### config.mk
export PLATFORM = sky130hd
export DESIGN_NAME = microondas_timer_pwr
export DESIGN_NICKNAME = d
export VERILOG_FILES = /design/src/rtl/microondas_timer_pwr.sv
export SDC_FILE = /design/constraint.sdc
export NUM_CORES = 1
export LEC_CHECK = 0
export ABC_AREA = 1
export BUFFER_PORTS_ARGS = -buffer_cell sky130_fd_sc_hd__buf_2
export CELL_PAD_IN_SITES_DETAIL_PLACEMENT = 2
export CELL_PAD_IN_SITES_GLOBAL_PLACEMENT = 2
export CORE_MARGIN = 4
export CORE_UTILIZATION = 34
export CTS_BUF_LIST = sky130_fd_sc_hd__clkbuf_8 sky130_fd_sc_hd__clkbuf_16
export CTS_CLUSTER_SIZE = 12
export DETAILED_ROUTE_END_ITERATION = 12
export GPL_ROUTABILITY_DRIVEN = 0
export HOLD_SLACK_MARGIN = 0.1
export PLACE_DENSITY = 0.84
export RECOVER_POWER = 50
export SLEW_MARGIN = 20
export SYNTH_ARGS = -nofsm -noshare
export SYNTH_HDL_FRONTEND = slang
export SYNTH_SLANG_ARGS = --single-unit
### constraint.sdc
create_clock -name clk -period 2.3 [get_ports clk]
set_input_delay 0.23 -clock clk [delete_from_list [all_inputs] [get_ports clk]]
set_output_delay 0.23 -clock clk [all_outputs]
set_load 0.1 [all_outputs]
### src/rtl/microondas_timer_pwr.sv
// rtl/microondas_timer_pwr.sv - microwave cook controller: BCD mm:ss entry, 1 Hz countdown, duty-cycled magnetron
// One FSM owns time digits, prescaler and power window; mag_on gates on the live door level.
module microondas_timer_pwr #(
  parameter int CLK_FREQ   = 50_000_000,
  parameter int MAX_MIN    = 9,
  parameter int PWR_PERIOD = 10,
  parameter int QUICK_SEC  = 30
) (
  input  logic       clk,
  input  logic       rst,
  input  logic       key_valid,
  input  logic [3:0] key_digit,
  input  logic       start_p,
  input  logic       stop_p,
  input  logic       clear_p,
  input  logic       door_closed,
  input  logic [3:0] power_level,
  output logic [3:0] sec_ones,
  output logic [3:0] sec_tens,
  output logic [3:0] mins,
  output logic       mag_on,
  output logic       done,
  output logic [1:0] state
);

  localparam int PW = $clog2(CLK_FREQ);
  localparam logic [PW-1:0] PRE_LAST = PW'(CLK_FREQ - 1);
  localparam logic [3:0]    PWR_LAST = 4'(PWR_PERIOD - 1);
  localparam logic [3:0]    MAX_M    = 4'(MAX_MIN);
  localparam logic [3:0]    QUICK_T  = 4'(QUICK_SEC / 10);
  localparam logic [3:0]    QUICK_O  = 4'(QUICK_SEC % 10);

  typedef enum logic [1:0] {
    IDLE  = 2'b00,
    SET   = 2'b01,
    COOK  = 2'b10,
    PAUSE = 2'b11
  } state_t;

  state_t        st;
  logic [PW-1:0] prescaler;
  logic [3:0]    pwr_cnt;
  logic [3:0]    pwr_lat;

  logic time_zero;
  logic last_sec;
  logic tick;
  logic key_ok;
  logic start_ok;

  assign time_zero = (mins == 4'd0) && (sec_tens == 4'd0) && (sec_ones == 4'd0);
  assign last_sec  = (mins == 4'd0) && (sec_tens == 4'd0) && (sec_ones == 4'd1);
  assign tick      = (prescaler == PRE_LAST);

  // A shifted-in digit must leave a legal mm:ss, so the digits moving up are screened.
  assign key_ok = key_valid && (key_digit <= 4'd9) && (sec_ones <= 4'd5) &&
                  (sec_tens <= MAX_M) && ((st == IDLE) || (st == SET));

  assign start_ok = door_closed &&
                    ((st == IDLE) || (st == PAUSE) || ((st == SET) && !time_zero));

  assign state  = st;
  assign mag_on = (st == COOK) && door_closed && (pwr_cnt < pwr_lat);

  always_ff @(posedge clk or posedge rst) begin
    if (rst) begin
      st        <= IDLE;
      mins      <= 4'd0;
      sec_tens  <= 4'd0;
      sec_ones  <= 4'd0;
      prescaler <= '0;
      pwr_cnt   <= 4'd0;
      pwr_lat   <= 4'd0;
      done      <= 1'b0;
    end else begin
      done <= 1'b0;
      if (clear_p) begin
        st        <= IDLE;
        mins      <= 4'd0;
        sec_tens  <= 4'd0;
        sec_ones  <= 4'd0;
        prescaler <= '0;
        pwr_cnt   <= 4'd0;
      end else if (stop_p) begin
        case (st)
          COOK: st <= PAUSE;
          PAUSE, SET: begin
            st       <= IDLE;
            mins     <= 4'd0;
            sec_tens <= 4'd0;
            sec_ones <= 4'd0;
          end
          default: st <= st;
        endcase
      end else if ((st == COOK) && !door_closed) begin
        st <= PAUSE;
      end else if (start_p && (st != COOK)) begin
        if (start_ok) begin
          st      <= COOK;
          pwr_lat <= power_level;
          // Resuming from PAUSE keeps the partial second and the power window position.
          if (st != PAUSE) begin
            prescaler <= '0;
            pwr_cnt   <= 4'd0;
          end
          if (st == IDLE) begin
            mins     <= 4'd0;
            sec_tens <= QUICK_T;
            sec_ones <= QUICK_O;
          end
        end
      end else if (key_ok) begin
        st       <= SET;
        mins     <= sec_tens;
        sec_tens <= sec_ones;
        sec_ones <= key_digit;
      end else if (st == COOK) begin
        if (tick) begin
          prescaler <= '0;
          pwr_cnt   <= (pwr_cnt >= PWR_LAST) ? 4'd0 : pwr_cnt + 4'd1;
          if (sec_ones != 4'd0) begin
            sec_ones <= sec_ones - 4'd1;
          end else begin
            sec_ones <= 4'd9;
            if (sec_tens != 4'd0) begin
              sec_tens <= sec_tens - 4'd1;
            end else begin
              sec_tens <= 4'd5;
              mins     <= mins - 4'd1;
            end
          end
          if (last_sec) begin
            st   <= IDLE;
            done <= 1'b1;
          end
        end else begin
          prescaler <= prescaler + 1'b1;
        end
      end
    end
  end

endmodule

==> metrics.csv, run 1 <==
stage,metric,value,unit
outcome,status,"finished, final reports clean",
critical_path,end_kind,output port,
cells_and_area,final_cell_mix,"nand2_1 (162), nor2_1 (74), inv_1 (63), nand3_1 (57), dfrtp_1 (47)",
floorplan,start_util,0.3481,
global_route,grt_usage,0.2282,
power_and_ir_drop,leakage,1.894,nW
critical_path,critPathRequiredTime,2070,ps
critical_path,path_max_fanout,5,
global_route,gr-total-overflow,0,
timing,fin_skew,13.76,ps
route,drt_pass1_iterations,4,
route,vias_per_cell,5.352,
clock_tree,htreeDepth,2,
clock_tree,cts_sinks,49,
critical_path,cp-start-kind,flip-flop,
cells_and_area,nets,634,
route,wl,14060,um
global_route,grt_pass1_vias,4424,
floorplan,ios,31,
placement,dpl.cell_count,736,
route,drc_errors,0,
timing,setup_violations,0,
power_and_ir_drop,cellPowerDensity,910.5,mW/mm^2
cells_and_area,drive_above_1_share,0.1382,
yosys,synth_area,0.003774,mm^2
floorplan,die_area,0.01285,mm^2
timing,hold_violations,0,
yosys,yosys_warnings,0,
placement,portBuffers,30,
timing,hold_slack,126.4,ps
yosys,syn_area_per_cell,6.632,um^2
critical_path,critPathKind,reg -> out,
critical_path,arrival,1980,ps
clock_tree,root_buffer,clkbuf_8,
yosys,syn-instance-count,569,
yosys,syn_nets,596,
global_route,use_met1,0.2783,
cells_and_area,layout_commonest_cell,nand2_1,
cells_and_area,postLayoutCoreUtil,0.3919,
timing,fmax,452.8,MHz
global_route,grt_pass1_wl,23400,um
timing,fin_setup_tns,0,ps
clock_tree,clock_latency,350,ps
route,drt_iter0_markers,130,
cells_and_area,final_cells,748,
timing,period_needed,2209,ps
global_route,busiest_layer,met2,
global_route,grt_use_met3,0.03583,
placement,post_dp_cell_area,0.004150,mm^2
clock_tree,cts_buffers,5,
job,max-cap-violations,0,
hold_path,min_path_type,in -> reg,
floorplan,coreArea,0.01084,mm^2
power_and_ir_drop,ir_drop,0.6525,mV
placement,place_hpwl,10840,um
clock_tree,cts_tree,done,
clock_tree,path_clk_slew,100,ps
timing,relSlewSlack,0.09147,
global_route,use_met2,0.4186,
timing,worst_pin_slew,1363,ps
timing,slew_violations,0,
floorplan,core.rowCount,38,
timing,post-route-period-util,0.9602,
cells_and_area,post-route-cell-area,0.004248,mm^2
route,detail-route-antenna-nets,0,
yosys,ys_types,39,
yosys,ys_seq_area_frac,0.3249,
cells_and_area,diodes,0,
global_route,grt_antenna_before_repair,0,
global_route,grt_start_max_net_pins,50,
cells_and_area,area_delta_synth_final,12.57,%
yosys,ys_seq_elements,49,
floorplan,fp.dieW,113.4,um
route,vias,4003,
route,wl_per_cell,18.79,um
clock_tree,cts_buffer_depth,2,
floorplan,die_h,113.4,um
-- cell usage after synthesis (all sizes together) --
library cell | n | area share
o211a | 1 | 0.0027
or2 | 3 | 0.0050
xnor2 | 3 | 0.0070
buf | 12 | 0.021
nor4 | 2 | 0.0033
xor2 | 7 | 0.016
o21ai | 47 | 0.070
nand4 | 15 | 0.027
nor2 | 83 | 0.093
inv | 66 | 0.066
nand2 | 169 | 0.18
clkbuf | 2 | 0.0020
a2111oi | 1 | 0.0023
nor3 | 22 | 0.029
a21oi | 12 | 0.019
nand3 | 59 | 0.083
o22ai | 1 | 0.0017
dfrtp | 49 | 0.32
a21boi | 1 | 0.0020
mux2 | 1 | 0.0030
ha | 12 | 0.040
nor3b | 1 | 0.0020
-- sequential cells by signal, indices dropped and copies added, names as in the netlist --
register / cells
mins: 4
pwr_cnt: 4
prescaler: 26
state: 2
done: 1
sec_ones: 4
pwr_lat: 4
sec_tens: 4
-- where the power goes --
group	internal (mW)	total (mW)	switching (mW)
logic	0.539	2.13	1.59
registers	1.01	1.18	0.171
clock network	0.208	0.559	0.351
total	1.76	3.87	2.11
-- worst paths after layout --
path	from	end	slack, ps	cells past startpoint
worst max-delay path	pwr_cnt[1]	mag_on	90	5
worst min-delay path	power_level[0]	pwr_lat[0]	130	2
worst max register to register	state[0]	mins[3]	160	13
worst min register to register	pwr_lat[0]	pwr_lat[0]	520	1
max in group asynchronous	rst	state[1]	450	4
min in group asynchronous	rst	prescaler[21]	880	4
-- critical path, cell delays in order (launching register included) --
cell	delay, ps
dfrtp_1	460
ha_1	290
a21boi_1	140
o211a_1	260
a2111oi_4	270
buf_12	220
-- layout make-up --
class / instances / area (um^2)
sequential: 49 / 1234
clock inverter: 3 / 13.76
tap: 140 / 175.2
timing repair buffer: 45 / 272.8
fill: 1377 / 6593
inverter: 66 / 250.2
multi-input combinational: 440 / 2233
clock buffer: 5 / 68.82
-- stage by stage --
step / total power, mW / setup WS [ps]
floorplan: 2.763 / -100.3
global placement: 3.156 / 229.5
detailed placement: 3.286 / 74.65
CTS: 3.860 / 6.537
global route: 4.129 / -15.51
finish: 3.868 / 91.44
-- cell families after synthesis --
group	count (synthesis)	synth area share
multiplexers	1	0.002984
AO/OA/AOI/OAI	63	0.09782
buffers and inverters	80	0.08952
adder cells (fa/ha/maj)	12	0.03979
AND/OR/NAND/NOR	354	0.4218
flip-flops	49	0.3249
XOR/XNOR	10	0.02321
-- per-layer routing --
metal / up-vias / wire length, um
met5: - / 0
met4: 0 / 256
met3: 21 / 474
met2: 66 / 7376
met1: 2002 / 5950
li1: 1914 / -
-- what timing repair did --
item                                    CTS  global route
gates resized for setup                   0             2
setup buffers                             0             3
endpoints found under the hold margin    49             0
endpoints found under the setup margin    0             6
hold buffers                              1             0
No activity file was read; power rests on OpenSTA's default activity.
==> inputs of run 2 (changes only) <==
--- a/constraint.sdc
+++ b/constraint.sdc
@@ -3,2 +3,2 @@
 set_output_delay 0.23 -clock clk [all_outputs]
-set_load 0.1 [all_outputs]
+set_load 0.01 [all_outputs]
==> metrics.csv, run 2 (synthesis results as in run 1) <==
stage,metric,value,unit,change
cells_and_area,fillCellCount,1334,,-3.1%
global_route,use_met1,0.2798,,+0.001492
critical_path,slowest_stage,dfrtp_1,,
power_and_ir_drop,cellPowerDensity,792.0,mW/mm^2,-13%
critical_path,cp-start-kind,flip-flop,,
global_route,use_met2,0.4068,,-0.01185
floorplan,fp.dieW,113.4,um,unchanged
route,drt_iter0_markers,168,,+29%
cells_and_area,largest_reg_flops,26,,unchanged
route,detail-route-antenna-nets,0,,unchanged
floorplan,die_area,0.01285,mm^2,unchanged
route,drt_pass1_iterations,4,,unchanged
clock_tree,clock_latency,330,ps,-20 ps
hold_path,hold_depth,2,,unchanged
route,drc_errors,0,,unchanged
clock_tree,htreeDepth,2,,unchanged
route,wl,14200,um,+1.0%
hold_path,hold_end,pwr_lat[0],,
global_route,grt_start_max_net_pins,29,,-42%
timing,fmax,450.8,MHz,-0.45%
floorplan,die_h,113.4,um,unchanged
critical_path,critPathMaxStageDelay,450,ps,about the same
global_route,busiest_layer,met2,,
cells_and_area,layout_commonest_cell,nand2_1,,
route,vias,3988,,-0.37%
critical_path,end_kind,flip-flop,,
timing,slew_violations,0,,unchanged
global_route,grt_use_met3,0.02406,,-0.01176
placement,place_hpwl,10500,um,-3.2%
timing,timing.final.ws_setup,81.49,ps,-9.949 ps
route,vias_per_cell,5.303,,-0.90%
global_route,grt_pass1_wl,23040,um,-1.5%
cells_and_area,nets,638,,+0.63%
cells_and_area,area_delta_synth_final,13.36,%,
global_route,gr-total-overflow,0,,unchanged
clock_tree,path_clk_slew,110,ps,about the same
critical_path,r2r_setup_slack,80,ps,-80 ps
global_route,grt_pass1_vias,4527,,+2.3%
timing,hold_violations,0,,unchanged
floorplan,ios,31,,unchanged
cells_and_area,seq_area,0.001226,mm^2,-0.61%
critical_path,critPathRequiredTime,2510,ps,+440 ps
power_and_ir_drop,leakage,1.939,nW,+2.4%
timing,relSlewSlack,0.2032,,+0.1118
placement,dp_slack,97.21,ps,+22.56 ps
timing,post-route-period-util,0.9646,,+0.004326
critical_path,r2r_end,sec_tens[1],,
timing,period_needed,2219,ps,+9.949 ps
timing,setup_violations,0,,unchanged
power_and_ir_drop,ir_drop,0.4135,mV,-37%
timing,fin_skew,17.93,ps,+4.170 ps
clock_tree,cts_buffer_depth,2,,unchanged
job,max-cap-violations,0,,unchanged
critical_path,arrival,2430,ps,+450 ps
global_route,grt_usage,0.2225,,-0.005708
clock_tree,cts_buffers,5,,unchanged
hold_path,hp-start,power_level[0],,
critical_path,critPathKind,reg -> reg,,
critical_path,path_max_fanout,7,,+2
hold_path,min_path_type,in -> reg,,
clock_tree,root_buffer,clkbuf_8,,
floorplan,start_util,0.3481,,unchanged
power_and_ir_drop,p_total,3.388,mW,-12%
cells_and_area,drive_above_1_share,0.1487,,+0.01053
timing,fin_setup_tns,0,ps,unchanged
clock_tree,cts_tree,done,,
critical_path,path_cells,inv_1 > ha_1 > o21ai_1 > nor2_2 > nand2_8 > nor2_4 > inv_1 > o21ai_0 > nor2_1 > nand2_1 > nand2_1,,
outcome,status,"finished, final reports clean",,
floorplan,core.rowCount,38,,unchanged
placement,portBuffers,30,,unchanged
cells_and_area,regMostFlops,prescaler,,
floorplan,coreArea,0.01084,mm^2,unchanged
critical_path,crit_start,state[1],,
critical_path,r2r_cells,11,,-2
cells_and_area,final_cell_mix,"nand2_1 (161), nor2_1 (74), inv_1 (62), nand3_1 (56), dfrtp_1 (49)",,
timing,worst_pin_slew,1194,ps,-169.0 ps
global_route,grt_antenna_before_repair,0,,unchanged
route,wl_per_cell,18.89,um,+0.49%
critical_path,crit_buf_inv,2,,+1
cells_and_area,multi_input_area,0.002228,mm^2,-0.22%
critical_path,crit_family,simple AND/OR/NAND/NOR gates,,
cells_and_area,diodes,0,,unchanged
critical_path,r2r_start,state[1],,
clock_tree,cts_sinks,49,,unchanged
-- run 2: final cells by class --
type,instances,share of cell area
clock buffers,7,0.02252
clock inverters,1,0.001170
inverters,66,0.05967
multi-input cells,440,0.5209
flip-flops and latches,49,0.2866
well taps,140,0.04095
repair buffers,49,0.06815
-- run 2: per-layer routing --
layer | wire length (um) | share of wire | up-vias
met1 | 6246 | 0.44 | 2006
met3 | 249 | 0.018 | 15
met5 | 0 | 0 | -
li1 | - | - | 1915
met2 | 7505 | 0.53 | 52
met4 | 201 | 0.014 | 0
-- run 2: stage by stage --
stage               instances  cell area (um^2)  hold slack, ps    util
floorplan                 569              3774           380.6       -
global placement          739              4116           372.9  0.3797
detailed placement        739              4116           373.3  0.3797
CTS                       748              4228           137.9  0.3900
global route              752              4278           144.5  0.3946
finish                    752              4278           145.7  0.3946
-- run 2: worst max-delay path by stage --
| stage | to | slack (ps) | depth (start not counted) |
|---|---|---|---|
| 3_3_place_gp | mins[0] | 180 | 13 |
| 4_1_cts | prescaler[25] | 30 | 11 |
| 3_5_place_dp | prescaler[7] | 100 | 11 |
| 6_report | sec_tens[1] | 80 | 11 |
| 2_1_floorplan | prescaler[14] | 450 | 12 |
| 5_1_grt | sec_tens[1] | -40 | 11 |
-- run 2: power by group --
group | leakage, nW | switching, mW | internal (mW)
sequential | 0.664 | 0.161 | 0.998
combinational | 1.22 | 1.07 | 0.539
clock | 0.0542 | 0.342 | 0.274
total | 1.94 | 1.58 | 1.81
-- run 2: repair_timing --
| action | CTS | global route |
|---|---|---|
| hold buffers | 1 | 0 |
| endpoints found under the setup margin | 0 | 23 |
| endpoints found under the hold margin | 26 | 0 |
| resized for setup | 0 | 6 |
| setup buffers | 0 | 4 |
==> inputs of run 3 (changes only) <==
CORE_MARGIN = 2   (was 4)
==> metrics.csv, run 3 (synthesis results as in run 1) <==
stage,metric,value,unit,change
route,vias_per_cell,5.492,,+3.6%
timing,hold_slack,140.6,ps,-5.125 ps
critical_path,critPathRequiredTime,2550,ps,+40 ps
cells_and_area,final_cells,754,,+0.27%
clock_tree,cts_buffers,5,,unchanged
critical_path,cp_common_cell,nand2_1,,
floorplan,die_area,0.01196,mm^2,-6.9%
timing,fin_setup_tns,0,ps,unchanged
clock_tree,clock_latency,320,ps,about the same
cells_and_area,regMostFlops,prescaler,,
route,wl_per_cell,19.96,um,+5.7%
global_route,gr-total-overflow,0,,unchanged
critical_path,path_cells,ha_2 > nand2_1 > inv_1 > nand2_1 > nor2_1 > nand3_1 > nand2_2 > nand2_2 > nor2_4 > buf_4 > nand3_1 > nand2_1,,
global_route,grt_antenna_before_repair,0,,unchanged
critical_path,critPathMaxStageDelay,460,ps,about the same
clock_tree,cts_tree,done,,
placement,post_dp_cell_area,0.004116,mm^2,unchanged
timing,setup_violations,0,,unchanged
floorplan,fp.dieW,109.4,um,-3.5%
global_route,grt_pass1_wl,22600,um,-1.9%
critical_path,r2r_setup_slack,30,ps,-50 ps
floorplan,core.rowCount,38,,unchanged
route,drc_errors,0,,unchanged
cells_and_area,layout_commonest_cell,nand2_1,,
timing,relSlewSlack,0.2488,,+0.04551
clock_tree,cts_sinks,49,,unchanged
route,vias,4141,,+3.8%
placement,portBuffers,30,,unchanged
placement,dpl.cell_count,739,,unchanged
critical_path,path_max_fanout,8,,+1
power_and_ir_drop,ir_drop,0.3965,mV,-4.1%
cells_and_area,nets,640,,+0.31%
floorplan,start_util,0.3481,,unchanged
critical_path,critPathKind,reg -> reg,,
floorplan,coreArea,0.01084,mm^2,unchanged
timing,hold_violations,0,,unchanged
floorplan,ios,31,,unchanged
placement,place_hpwl,10490,um,about the same
timing,period_needed,2272,ps,+53.16 ps
global_route,grt_pass1_vias,4403,,-2.7%
floorplan,die_h,109.4,um,-3.5%
timing,worst_pin_slew,1126,ps,-68.20 ps
cells_and_area,drive_above_1_share,0.1352,,-0.01351
power_and_ir_drop,cellPowerDensity,796.8,mW/mm^2,+0.61%
clock_tree,cts_buffer_depth,2,,unchanged
power_and_ir_drop,p_total,3.401,mW,+0.37%
cells_and_area,post-route-cell-area,0.004268,mm^2,-0.23%
hold_path,min_path_type,in -> reg,,
cells_and_area,area_delta_synth_final,13.10,%,
global_route,grt_usage,0.2434,,+0.02089
cells_and_area,final_cell_mix,"nand2_1 (161), nor2_1 (74), inv_1 (62), nand3_1 (57), dfrtp_1 (49)",,
timing,slew_violations,0,,unchanged
clock_tree,htreeDepth,2,,unchanged
timing,fin_skew,8.146,ps,-9.779 ps
job,max-cap-violations,0,,unchanged
critical_path,end_kind,flip-flop,,
cells_and_area,fillCellCount,1313,,-1.6%
cells_and_area,diodes,0,,unchanged
critical_path,slowest_stage,dfrtp_1,,
outcome,status,"finished, final reports clean",,
critical_path,cp-start-kind,flip-flop,,
critical_path,arrival,2530,ps,+100 ps
route,wl,15050,um,+5.9%
route,drt_pass1_iterations,4,,unchanged
route,detail-route-antenna-nets,0,,unchanged
route,drt_iter0_markers,177,,+5.4%
clock_tree,root_buffer,clkbuf_8,,
timing,fmax,440.2,MHz,-2.3%
timing,post-route-period-util,0.9877,,+0.02311
global_route,grt_start_max_net_pins,28,,-3.4%
clock_tree,path_clk_slew,100,ps,about the same
cells_and_area,largest_reg_flops,26,,unchanged
power_and_ir_drop,leakage,1.901,nW,-2.0%
run 3: cell count changes in the layout (fill, tap and decap cells not counted), sizes merged:
cell | previous run | this run
buf | 45 | 36
clkbuf | 10 | 21
run 3: cell type report:
type | instances | area, um^2 | share of cell area
multi-input combinational | 440 | 2226 | 0.5215
sequential | 49 | 1226 | 0.2873
timing repair buffer | 51 | 286.5 | 0.06714
inverter | 66 | 252.7 | 0.05922
tap | 140 | 175.2 | 0.04104
clock buffer | 7 | 96.34 | 0.02257
clock inverter | 1 | 5.005 | 0.001173
run 3: layer usage:
metal,vias up,track usage,part of all wire
met1,2099,0.3050,0.43
met5,-,0,0
met3,32,0.02727,0.024
met2,91,0.4387,0.52
li1,1919,-,-
met4,0,0.07052,0.029
run 3: repair_timing:
item                                    CTS  global route
endpoints found under the setup margin    0            24
setup buffers                             0             6
endpoints found under the hold margin    23             0
hold buffers                              1             0
resized for setup                         0             5
run 3: critical path: cells and delay by family (launching register included):
kind                       cells  cell delay, ps
buffers and inverters          2             270
adders and majority gates      1             270
and+or+nand+nor                9            1210
DFF                            1             460
run 3: final timing paths:
path                                start  depth (start not counted)            end
setup reg to reg             prescaler[0]                         12        mins[0]
hold reg to reg                pwr_lat[0]                          1     pwr_lat[0]
max in group asynchronous             rst                          4  prescaler[19]
min in group asynchronous             rst                          3        mins[2]
setup / recovery             prescaler[0]                         12        mins[0]
hold / removal             power_level[0]                          2     pwr_lat[0]
run 3: where the power goes:
part	total (mW)	internal, mW	switching [mW]
clock network	0.612	0.273	0.339
registers	1.18	0.998	0.179
logic	1.61	0.535	1.08
run 3: through the flow:
step	utilization	worst slack, ps
after floorplan	-	452.8
after global placement	0.3797	183.7
after detailed placement	0.3797	67.07
after CTS	0.3900	28.87
after global routing	0.3937	-145.2
final	0.3937	28.34
